## config.mk

```make
export PLATFORM = sky130hd
export DESIGN_NAME = bright_ramp_ctrl_flat
export DESIGN_NICKNAME = d
export VERILOG_FILES = /design/src/rtl/bright_ramp_ctrl_pkg.sv /design/src/rtl/bright_ramp_ctrl_if.sv /design/src/rtl/bright_ramp_ctrl_ramp_tick_gen.sv /design/src/rtl/bright_ramp_ctrl.sv /design/src/flat_wrapper.sv
export SDC_FILE = /design/constraint.sdc
export NUM_CORES = 1
export LEC_CHECK = 0
export CAP_MARGIN = 5
export CORE_AREA = 3 3 139 141
export CTS_BUF_LIST = sky130_fd_sc_hd__clkbuf_8 sky130_fd_sc_hd__clkbuf_16
export CTS_CLUSTER_SIZE = 28
export DETAILED_ROUTE_END_ITERATION = 16
export DIE_AREA = 0 0 142 144
export PLACE_DENSITY = 0.78
export REMOVE_ABC_BUFFERS = 1
export SYNTH_ARGS = -nofsm -noshare
export SYNTH_HDL_FRONTEND = slang
export SYNTH_SLANG_ARGS = --single-unit
```

## constraint.sdc

```tcl
create_clock -name I_clk -period 14.8 [get_ports I_clk]
set_clock_uncertainty 0.05 [all_clocks]
set_input_delay 1.48 -clock I_clk [delete_from_list [all_inputs] [get_ports I_clk]]
set_output_delay 1.48 -clock I_clk [all_outputs]
set_load 0.02 [all_outputs]
```

## src/rtl/bright_ramp_ctrl_pkg.sv

```systemverilog
// Shared state encoding for the brightness ramp controller.
// No ports; imported by the interface and RTL modules.
package bright_ramp_pkg;

  localparam int STATE_W = 2;

  typedef enum logic [STATE_W-1:0] {
    ST_IDLE   = 2'd0,
    ST_SETTLE = 2'd1,
    ST_RAMP   = 2'd2
  } state_e;

endpackage

```

## src/rtl/bright_ramp_ctrl_if.sv

```systemverilog
// Sample input / smoothed output bundle of bright_ramp_ctrl.
// Ports: I_sample, I_sample_valid in; O_bright_data, O_target, O_busy, O_state out.
interface bright_ramp_ctrl_if
  import bright_ramp_pkg::*;
#(
  parameter int DATA_W = 16
);

  logic [DATA_W-1:0]  I_sample;
  logic               I_sample_valid;
  logic [DATA_W-1:0]  O_bright_data;
  logic [DATA_W-1:0]  O_target;
  logic               O_busy;
  logic [STATE_W-1:0] O_state;

  modport master (
    output I_sample,
    output I_sample_valid,
    input  O_bright_data,
    input  O_target,
    input  O_busy,
    input  O_state
  );

  modport slave (
    input  I_sample,
    input  I_sample_valid,
    output O_bright_data,
    output O_target,
    output O_busy,
    output O_state
  );

endinterface

```

## src/rtl/bright_ramp_ctrl_ramp_tick_gen.sv

```systemverilog
// Reloadable down-counter; stops at zero and flags it.
// Ports: clk_i, rst_i, load_i, load_val_i, en_i in; zero_o out.
module ramp_tick_gen #(
  parameter int W = 1
) (
  input  logic         clk_i,
  input  logic         rst_i,
  input  logic         load_i,
  input  logic [W-1:0] load_val_i,
  input  logic         en_i,
  output logic         zero_o
);

  logic [W-1:0] cnt_q;
  logic [W-1:0] cnt_d;

  always_comb begin
    cnt_d = cnt_q;
    if (load_i) begin
      cnt_d = load_val_i;
    end else if (en_i && cnt_q != '0) begin
      cnt_d = cnt_q - W'(1);
    end
  end

  always_ff @(posedge clk_i or posedge rst_i) begin
    if (rst_i) begin
      cnt_q <= '0;
    end else begin
      cnt_q <= cnt_d;
    end
  end

  assign zero_o = (cnt_q == '0);

endmodule

```

## src/rtl/bright_ramp_ctrl.sv

```systemverilog
// Hysteresis + settle filter feeding a rate-limited brightness ramp.
// Ports: I_clk, I_reset (async, active high); bus (slave side of bright_ramp_ctrl_if).
module bright_ramp_ctrl
  import bright_ramp_pkg::*;
#(
  parameter int          DATA_W        = 16,
  parameter int unsigned THRESH        = 1000,
  parameter int unsigned SETTLE_CYCLES = 50_000_000,
  parameter int unsigned STEP_CYCLES   = 50_000,
  parameter int unsigned STEP          = 16,
  parameter int unsigned INIT          = 2**(DATA_W-1)
) (
  input logic               I_clk,
  input logic               I_reset,
  bright_ramp_ctrl_if.slave bus
);

  localparam int SET_W =
    (SETTLE_CYCLES > 1) ? $clog2(SETTLE_CYCLES) : 1;
  localparam int STP_W =
    (STEP_CYCLES > 1) ? $clog2(STEP_CYCLES) : 1;

  localparam logic [SET_W-1:0]  SET_LD = SET_W'(SETTLE_CYCLES - 1);
  localparam logic [STP_W-1:0]  STP_LD = STP_W'(STEP_CYCLES - 1);
  localparam logic [DATA_W:0]   THR    = (DATA_W+1)'(THRESH);
  localparam logic [DATA_W-1:0] STP    = DATA_W'(STEP);
  localparam logic [DATA_W-1:0] INI    = DATA_W'(INIT);

  state_e            state_q, state_d;
  logic [DATA_W-1:0] out_q, out_d;
  logic [DATA_W-1:0] target_q, target_d;
  logic [DATA_W-1:0] cand_q, cand_d;
  logic              done_q, done_d;

  logic              set_load, set_zero;
  logic              step_load, step_zero;

  logic [DATA_W-1:0] s;
  logic              v;
  logic [DATA_W:0]   d_so, d_st;
  logic              sig_out, sig_tgt;
  logic              up;
  logic [DATA_W-1:0] mag, amt, out_step;

  assign s = bus.I_sample;
  assign v = bus.I_sample_valid;

  // Magnitudes one bit wider so nothing wraps.
  assign d_so = (s >= out_q)
    ? {1'b0, s} - {1'b0, out_q}
    : {1'b0, out_q} - {1'b0, s};
  assign d_st = (s >= target_q)
    ? {1'b0, s} - {1'b0, target_q}
    : {1'b0, target_q} - {1'b0, s};

  assign sig_out = d_so > THR;
  assign sig_tgt = d_st > THR;

  // Step size is clamped to the remaining distance: lands exactly.
  assign up       = target_q > out_q;
  assign mag      = up ? target_q - out_q : out_q - target_q;
  assign amt      = (mag < STP) ? mag : STP;
  assign out_step = up ? out_q + amt : out_q - amt;

  ramp_tick_gen #(.W(SET_W)) u_settle (
    .clk_i      (I_clk),
    .rst_i      (I_reset),
    .load_i     (set_load),
    .load_val_i (SET_LD),
    .en_i       (state_q == ST_SETTLE),
    .zero_o     (set_zero)
  );

  ramp_tick_gen #(.W(STP_W)) u_step (
    .clk_i      (I_clk),
    .rst_i      (I_reset),
    .load_i     (step_load),
    .load_val_i (STP_LD),
    .en_i       (state_q == ST_RAMP),
    .zero_o     (step_zero)
  );

  always_comb begin
    state_d   = state_q;
    out_d     = out_q;
    target_d  = target_q;
    cand_d    = cand_q;
    done_d    = 1'b0;
    set_load  = 1'b0;
    step_load = 1'b0;
    unique case (state_q)
      ST_IDLE: begin
        if (v && sig_out) begin
          cand_d   = s;
          set_load = 1'b1;
          state_d  = ST_SETTLE;
        end
      end
      ST_SETTLE: begin
        // Abort has priority over expiry.
        if (v && !sig_out) begin
          state_d = ST_IDLE;
        end else begin
          if (v) begin
            cand_d = s;
          end
          if (set_zero) begin
            target_d  = v ? s : cand_q;
            step_load = 1'b1;
            state_d   = ST_RAMP;
          end
        end
      end
      ST_RAMP: begin
        step_load = step_zero;
        if (step_zero) begin
          out_d = out_step;
        end
        // done_q marks "target reached on the previous step".
        done_d = step_zero && !(v && sig_tgt)
                 && (out_step == target_q);
        if (v && sig_tgt) begin
          target_d = s;
        end else if (done_q) begin
          state_d = ST_IDLE;
        end
      end
      default: begin
        state_d = ST_IDLE;
      end
    endcase
  end

  always_ff @(posedge I_clk or posedge I_reset) begin
    if (I_reset) begin
      state_q  <= ST_IDLE;
      out_q    <= INI;
      target_q <= INI;
      cand_q   <= '0;
      done_q   <= 1'b0;
    end else begin
      state_q  <= state_d;
      out_q    <= out_d;
      target_q <= target_d;
      cand_q   <= cand_d;
      done_q   <= done_d;
    end
  end

  assign bus.O_bright_data = out_q;
  assign bus.O_target      = target_q;
  assign bus.O_busy        = (state_q != ST_IDLE);
  assign bus.O_state       = state_q;

endmodule

```

## src/flat_wrapper.sv

```systemverilog
// flat-port wrapper written by rule: the top's interface ports become plain ports
module bright_ramp_ctrl_flat import bright_ramp_pkg::*;
#(
  parameter int          DATA_W        = 16,
  parameter int unsigned THRESH        = 1000,
  parameter int unsigned SETTLE_CYCLES = 50_000_000,
  parameter int unsigned STEP_CYCLES   = 50_000,
  parameter int unsigned STEP          = 16,
  parameter int unsigned INIT          = 2**(DATA_W-1)
)
  (I_clk, I_reset, bus_I_sample, bus_I_sample_valid, bus_O_bright_data, bus_O_target, bus_O_busy, bus_O_state);
  bright_ramp_ctrl_if #(.DATA_W(DATA_W)) bus_i ();
  input logic I_clk;
  input logic I_reset;
  input wire logic [$bits(bus_i.I_sample)-1:0] bus_I_sample;
  input wire logic [$bits(bus_i.I_sample_valid)-1:0] bus_I_sample_valid;
  output wire logic [$bits(bus_i.O_bright_data)-1:0] bus_O_bright_data;
  output wire logic [$bits(bus_i.O_target)-1:0] bus_O_target;
  output wire logic [$bits(bus_i.O_busy)-1:0] bus_O_busy;
  output wire logic [$bits(bus_i.O_state)-1:0] bus_O_state;
  assign bus_i.I_sample = bus_I_sample;
  assign bus_i.I_sample_valid = bus_I_sample_valid;
  assign bus_O_bright_data = bus_i.O_bright_data;
  assign bus_O_target = bus_i.O_target;
  assign bus_O_busy = bus_i.O_busy;
  assign bus_O_state = bus_i.O_state;
  bright_ramp_ctrl #(.DATA_W(DATA_W), .THRESH(THRESH), .SETTLE_CYCLES(SETTLE_CYCLES), .STEP_CYCLES(STEP_CYCLES), .STEP(STEP), .INIT(INIT)) u_core (.I_clk(I_clk), .I_reset(I_reset), .bus(bus_i));
endmodule
```

==> results of run 1 <==
[cell families (layout without fill, tap and decap cells)]
group                      count (synthesis)  in the layout  share of synthesized area, %
AOI/OAI and AO/OA                        368            368                          23.5
buffers and inverters                    146            155                          6.00
DFF                                       93             93                          21.6
and+or+nand+nor                          402            402                          19.0
xor gates and xnor gates                  98             98                          8.09
adders and majority gates                123            123                          14.8
muxes                                     72             72                          7.02
[report_power, final]
group / internal, mW / total [mW] / switching, mW / leakage, nW
registers: 0.264 / 0.279 / 0.0155 / 1.07
logic: 0.170 / 0.445 / 0.276 / 3.71
clock network: 0.136 / 0.255 / 0.119 / 0.151
[cell usage after synthesis, types with 14 or more instances]
cell / instances
a21o_1: 38
a21oi_1: 84
buf_2: 26
clkbuf_1: 28
dfrtp_1: 91
ha_1: 116
inv_1: 79
mux2_2: 15
mux2i_1: 46
nand2_1: 87
nand2b_1: 27
nand3_1: 28
nand4_1: 25
nor2_1: 100
nor2b_1: 25
nor3_1: 26
nor4_1: 14
o21a_1: 24
o21ai_0: 81
or3_1: 15
xnor2_1: 68
xor2_1: 29
[worst max-delay path: cells and delay by family, from the launching register on]
family,cells,cell delay [ps]
and+or+nand+nor,9,2250
AOI/OAI and AO/OA,10,4080
DFF,1,550
adders and majority gates,3,1020
muxes,1,290
buffers and inverters,1,150
xor gates and xnor gates,2,280
[flip-flops by register name (all words and copies together) (netlist names)]
| register | cells |
|---|---|
| u_core.u_settle.cnt_q | 26 |
| u_core.bus.O_bright_data | 16 |
| u_core.bus.O_target | 16 |
| u_core.cand_q | 16 |
| u_core.u_step.cnt_q | 16 |
| u_core.bus.O_state | 2 |
| u_core.done_q | 1 |
[worst max path at each step]
stage,start,to,slack (ps)
finish,u_core.bus.O_target[13],u_core.bus.O_bright_data[15],6050
global route,u_core.bus.O_target[13],u_core.bus.O_bright_data[15],5500
CTS,u_core.bus.O_target[13],u_core.bus.O_bright_data[15],6370
detailed placement,u_core.bus.O_target[13],u_core.bus.O_bright_data[15],6380
global placement,u_core.bus.O_target[13],u_core.bus.O_bright_data[15],6590
floorplan,u_core.bus.O_target[13],u_core.bus.O_bright_data[15],7800
[per-stage QoR]
step	instance area [sq um]	util [%]	power (mW)	setup slack, ps	cells
after floorplan	10400	-	0.590	7800	1235
after global placement	11300	62.5	0.712	6590	1524
final	11600	64.3	0.980	6050	1540
after detailed placement	11300	62.5	0.712	6380	1524
after CTS	11600	64.3	0.969	6370	1540
after global routing	11600	64.3	1.03	5500	1540
[per-layer routing]
metal,vias up,wire (um),GRT usage (%)
met4,0,925,9.80
met2,460,13800,47.7
met5,-,0,0
met1,4716,14800,44.9
li1,4714,-,-
met3,57,2590,6.02
[area by class of cell]
type,instances,area (sq um),area share [%]
clock inverters,7,91.3,0.786
repair buffers,60,583,5.02
inverters,79,299,2.57
well taps,229,287,2.47
flip-flops and latches,93,2330,20.0
multi-input cells,1063,7810,67.2
clock buffers,9,225,1.94
==> impl_metrics.tcl, run 1 <==
set metrics [dict create \
    synth_top_area_cell "dfrtp_1" \
    clk_latency_ps 360 \
    grt_overflow 0 \
    grt_pass1_wl_um 50500 \
    arrival_ps 8990 \
    dieArea_sq_um 20400 \
    post_cts_buffers 0 \
    min_path_type "flop to flop" \
    reg2reg_slack_ps 6050 \
    antenna_found_initial 0 \
    root_buffer "clkbuf_16" \
    grt_pass1_vias 9332 \
    cts_buffer_depth 2 \
    cts_max_level 3 \
    r2r-start "u_core.bus.O_target[13]" \
    synthDominantCellAreaShare_pct 21.1 \
    grt_max_degree 56 \
    cellLeakagePower_nw 4.92 \
    synthTopCellsByArea "dfrtp_1 (21%), ha_1 (13%), xnor2_1 (5.5%), mux2i_1 (4.3%), a21oi_1 (3.9%)" \
    drive_gt1_share_pct 5.42 \
    drv_cap 0 \
    layout_commonest_cell "ha_1" \
    die_w_um 142 \
    postSynthCellCount 1302 \
    hold_buffers 0 \
    clkTransAtPathRegs_ps 80 \
    required_ps 15030 \
    crit_top_cell "ha_1" \
    cts_made_buffers 9 \
    dp.final_hpwl_um 24900 \
    max-vdd-ir-drop_mv 0.0579 \
    drt_wl_total_um 32100 \
    start_kind "flop" \
    drc 0 \
    rr_endpoint "u_core.bus.O_bright_data[15]" \
    synth-edff-count 0 \
    core-area_sq_um 18100 \
    avgSynthCellArea_sq_um 8.28 \
    crit_fanout 18 \
    port_buffers 53 \
    diodes 0 \
    gp_congestion 1.02 \
    tns_ps 0 \
    status "finished, final reports clean" \
    relSlewSlack_pct 31.7 \
    routed_via_density 6.46 \
    n_fill_cell 1569 \
    hp-start "u_core.cand_q[10]" \
    ys_warn_count 0 \
    rr_worst_depth 26 \
    powerDensity_nw_per_um2 84.3 \
    rsz0062_at_grt "no" \
    setup_violations 0 \
    drt_first_iter_violations 1246 \
    ys_ff_latch 93 \
    drt-pass1-iter-count 6 \
    finalMaxSlewViolations 0 \
    initial_core_util_pct 59.6 \
    min_period_ps 8750 \
    cts_tree "yes" \
    track_usage_pct 31.2 \
    synth.distinct_cells 88 \
    synth_area_sq_um 10800 \
    endpoint_kind "flop" \
    hold_viol 0 \
    timing.fmax_mhz 114 \
    vias 9947 \
    timing.hold.ws_ps 452 \
    ant_nets 0 \
    layout_common_cells "ha_1 (116), nor2_1 (99), dfrtp_1 (91)" \
    row_count 49 \
    area_growth_pct 7.80 \
    io_pins 54 \
    hold_path_depth 1 \
    synthFlopType "dfrtp_1" \
    worst-setup-path-type "flop to flop" \
    min_to "u_core.cand_q[10]" \
    cts_sinks 93 \
    critPathMaxStageDelay_ps 710 \
    worstMarginPinSlew_ps 1020 \
    nets 1448 \
    slowest_stage "a2111oi_0" \
    wire_per_inst_um 20.8 \
    dieHeight_um 144 \
    ys_seq_area_share_pct 21.6 \
    cts_resized 0 \
    synthArstFlopShare_pct 100 \
    min_period_over_period_pct 59.1 \
]
No activity file was read; power rests on OpenSTA's default activity.
==> run 2: changes to the inputs <==
==> constraint.sdc (replaced) <==
create_clock -name I_clk -period 8.11 [get_ports I_clk]
set_clock_uncertainty 0.05 [all_clocks]
set_input_delay 0.811 -clock I_clk [delete_from_list [all_inputs] [get_ports I_clk]]
set_output_delay 0.811 -clock I_clk [all_outputs]
set_load 0.02 [all_outputs]
==> run 2 against run 1 <==
  * Die area is the same
  * Critical path depth is 1 higher
  * Global-route usage shrank 0.27 points
  * Total power up 81%
  * Setup slack worse by 5400 ps
  * Design area grew 0.69%
  * Core utilization increased by 0.44 points
  * Sequential power grew 82%
==> impl_metrics.tcl, run 2 (synthesized netlist as in run 1, its figures left out) <==
set metrics [dict create \
    io_pins 54 \
    drive_gt1_share_pct 6.36 \
    crit_start "u_core.bus.O_target[13]" \
    min_period_ps 7500 \
    port_buffers 53 \
    cts_buffer_depth 2 \
    core-area_sq_um 18100 \
    vias 10089 \
    antenna_found_initial 0 \
    r2r-start "u_core.bus.O_target[13]" \
    routed_via_density 6.51 \
    top_register "u_core.u_settle.cnt_q" \
    powerDensity_nw_per_um2 151 \
    top_layer "met4" \
    place_ws_ps 443 \
    max-vdd-ir-drop_mv 0.122 \
    endpoint "u_core.done_q" \
    area_growth_pct 8.54 \
    arrival_ps 7710 \
    dr_wl_met3_um 2850 \
    grt_pass1_vias 9289 \
    wire_per_inst_um 20.6 \
    reg2reg_slack_ps 610 \
    min_path_type "flop to flop" \
    setup_ws_ps 606 \
    cts_tree "yes" \
    required_ps 8320 \
    wl_met2_um 13600 \
    largest_reg_flops 26 \
    worstMarginPinSlew_ps 1100 \
    cts_sinks 93 \
    rsz0062_at_grt "no" \
    status "finished, final reports clean" \
    endpoint_kind "flop" \
    finalMaxSlewViolations 0 \
    relSlewSlack_pct 26.5 \
    crit_fanout 22 \
    stdcell_count 1550 \
    cellLeakagePower_nw 4.98 \
    dieHeight_um 144 \
    grt_pass1_wl_um 50100 \
    drv_cap 0 \
    timing.hold.ws_ps 449 \
    nets 1458 \
    tns_ps 0 \
    layout_common_cells "ha_1 (116), nor2_1 (99), dfrtp_1 (91)" \
    row_count 49 \
    grt_max_degree 53 \
    dp.final_hpwl_um 24600 \
    timing.fmax_mhz 133 \
    drt_wl_total_um 31900 \
    setup_violations 0 \
    rr_endpoint "u_core.done_q" \
    diodes 0 \
    gp_congestion 1.04 \
    dieArea_sq_um 20400 \
    rr_worst_depth 27 \
    clkTransAtPathRegs_ps 80 \
    min_period_over_period_pct 92.5 \
    drt_first_iter_violations 1126 \
    die_w_um 142 \
    track_usage_pct 31.0 \
    clk_latency_ps 370 \
    start_kind "flop" \
    hold_viol 0 \
    stdcell_area_sq_um 11700 \
    ant_nets 0 \
    drt-pass1-iter-count 6 \
    place_area_sq_um 11400 \
    drc 0 \
    n_fill_cell 1581 \
    initial_core_util_pct 59.6 \
    cts_made_buffers 9 \
    route.layer.met1.wl_um 14200 \
    grt_overflow 0 \
    dp.cells 1531 \
    root_buffer "clkbuf_16" \
    layout_commonest_cell "ha_1" \
    cts_max_level 3 \
    worst-setup-path-type "flop to flop" \
]
run 2: where the power goes:
part	switching, mW	leakage (nW)	internal, mW	total (mW)
Combinational	0.500	3.77	0.320	0.820
Sequential	0.0248	1.07	0.482	0.507
Clock	0.229	0.142	0.217	0.445
Total	0.754	4.98	1.02	1.77
run 2: final cells by class:
type / count / area (sq um) / area share, %
Clock inverter: 7 / 67.6 / 0.577
Sequential cell: 93 / 2330 / 19.9
Inverter: 79 / 299 / 2.56
Clock buffer: 9 / 225 / 1.92
Tap cell: 229 / 287 / 2.45
Multi-Input combinational cell: 1063 / 7840 / 67.0
Timing Repair Buffer: 70 / 658 / 5.62
run 2: through the flow:
stage	total power, mW	utilization [%]
after floorplan	1.08	-
after CTS	1.75	64.4
after global placement	1.30	62.8
final	1.77	64.7
after detailed placement	1.30	62.8
after global routing	1.86	64.7
run 2: worst min-delay path by stage:
stage / from / to / depth (start not counted)
final: u_core.cand_q[9] / u_core.cand_q[9] / 1
after global routing: u_core.cand_q[9] / u_core.cand_q[9] / 1
after CTS: u_core.cand_q[8] / u_core.cand_q[8] / 1
after detailed placement: u_core.cand_q[8] / u_core.cand_q[8] / 1
after global placement: u_core.cand_q[4] / u_core.cand_q[4] / 1
after floorplan: u_core.cand_q[10] / u_core.cand_q[10] / 1
run 2: worst max-delay path: stages (launching register included):
cell,delay [ps]
dfrtp_1,540
inv_1,140
ha_1,460
nand4_1,200
or4_1,710
o21a_4,270
buf_4,200
nor3_1,170
nor4_1,80
nor4_1,330
nand4_1,160
nor2b_1,180
buf_4,180
nand2b_1,70
ha_1,290
a22oi_1,300
fa_1,500
xnor2_1,240
o41ai_1,110
a311oi_1,210
nand4_1,140
nor4_1,290
nand3_1,110
nor4_1,310
nand3_1,160
nor4_1,490
o2111ai_1,210
a2111oi_2,320
run 2: timing repair:
item,in CTS,in global routing
resized for setup,0,5
setup endpoints to repair,0,2
setup buffers,0,3
hold buffers,0,0
run 2: layer usage:
layer,up-vias,GRT usage [%]
met5,-,0
met4,0,12.0
met3,78,5.19
met2,525,47.1
met1,4754,44.2
li1,4732,-
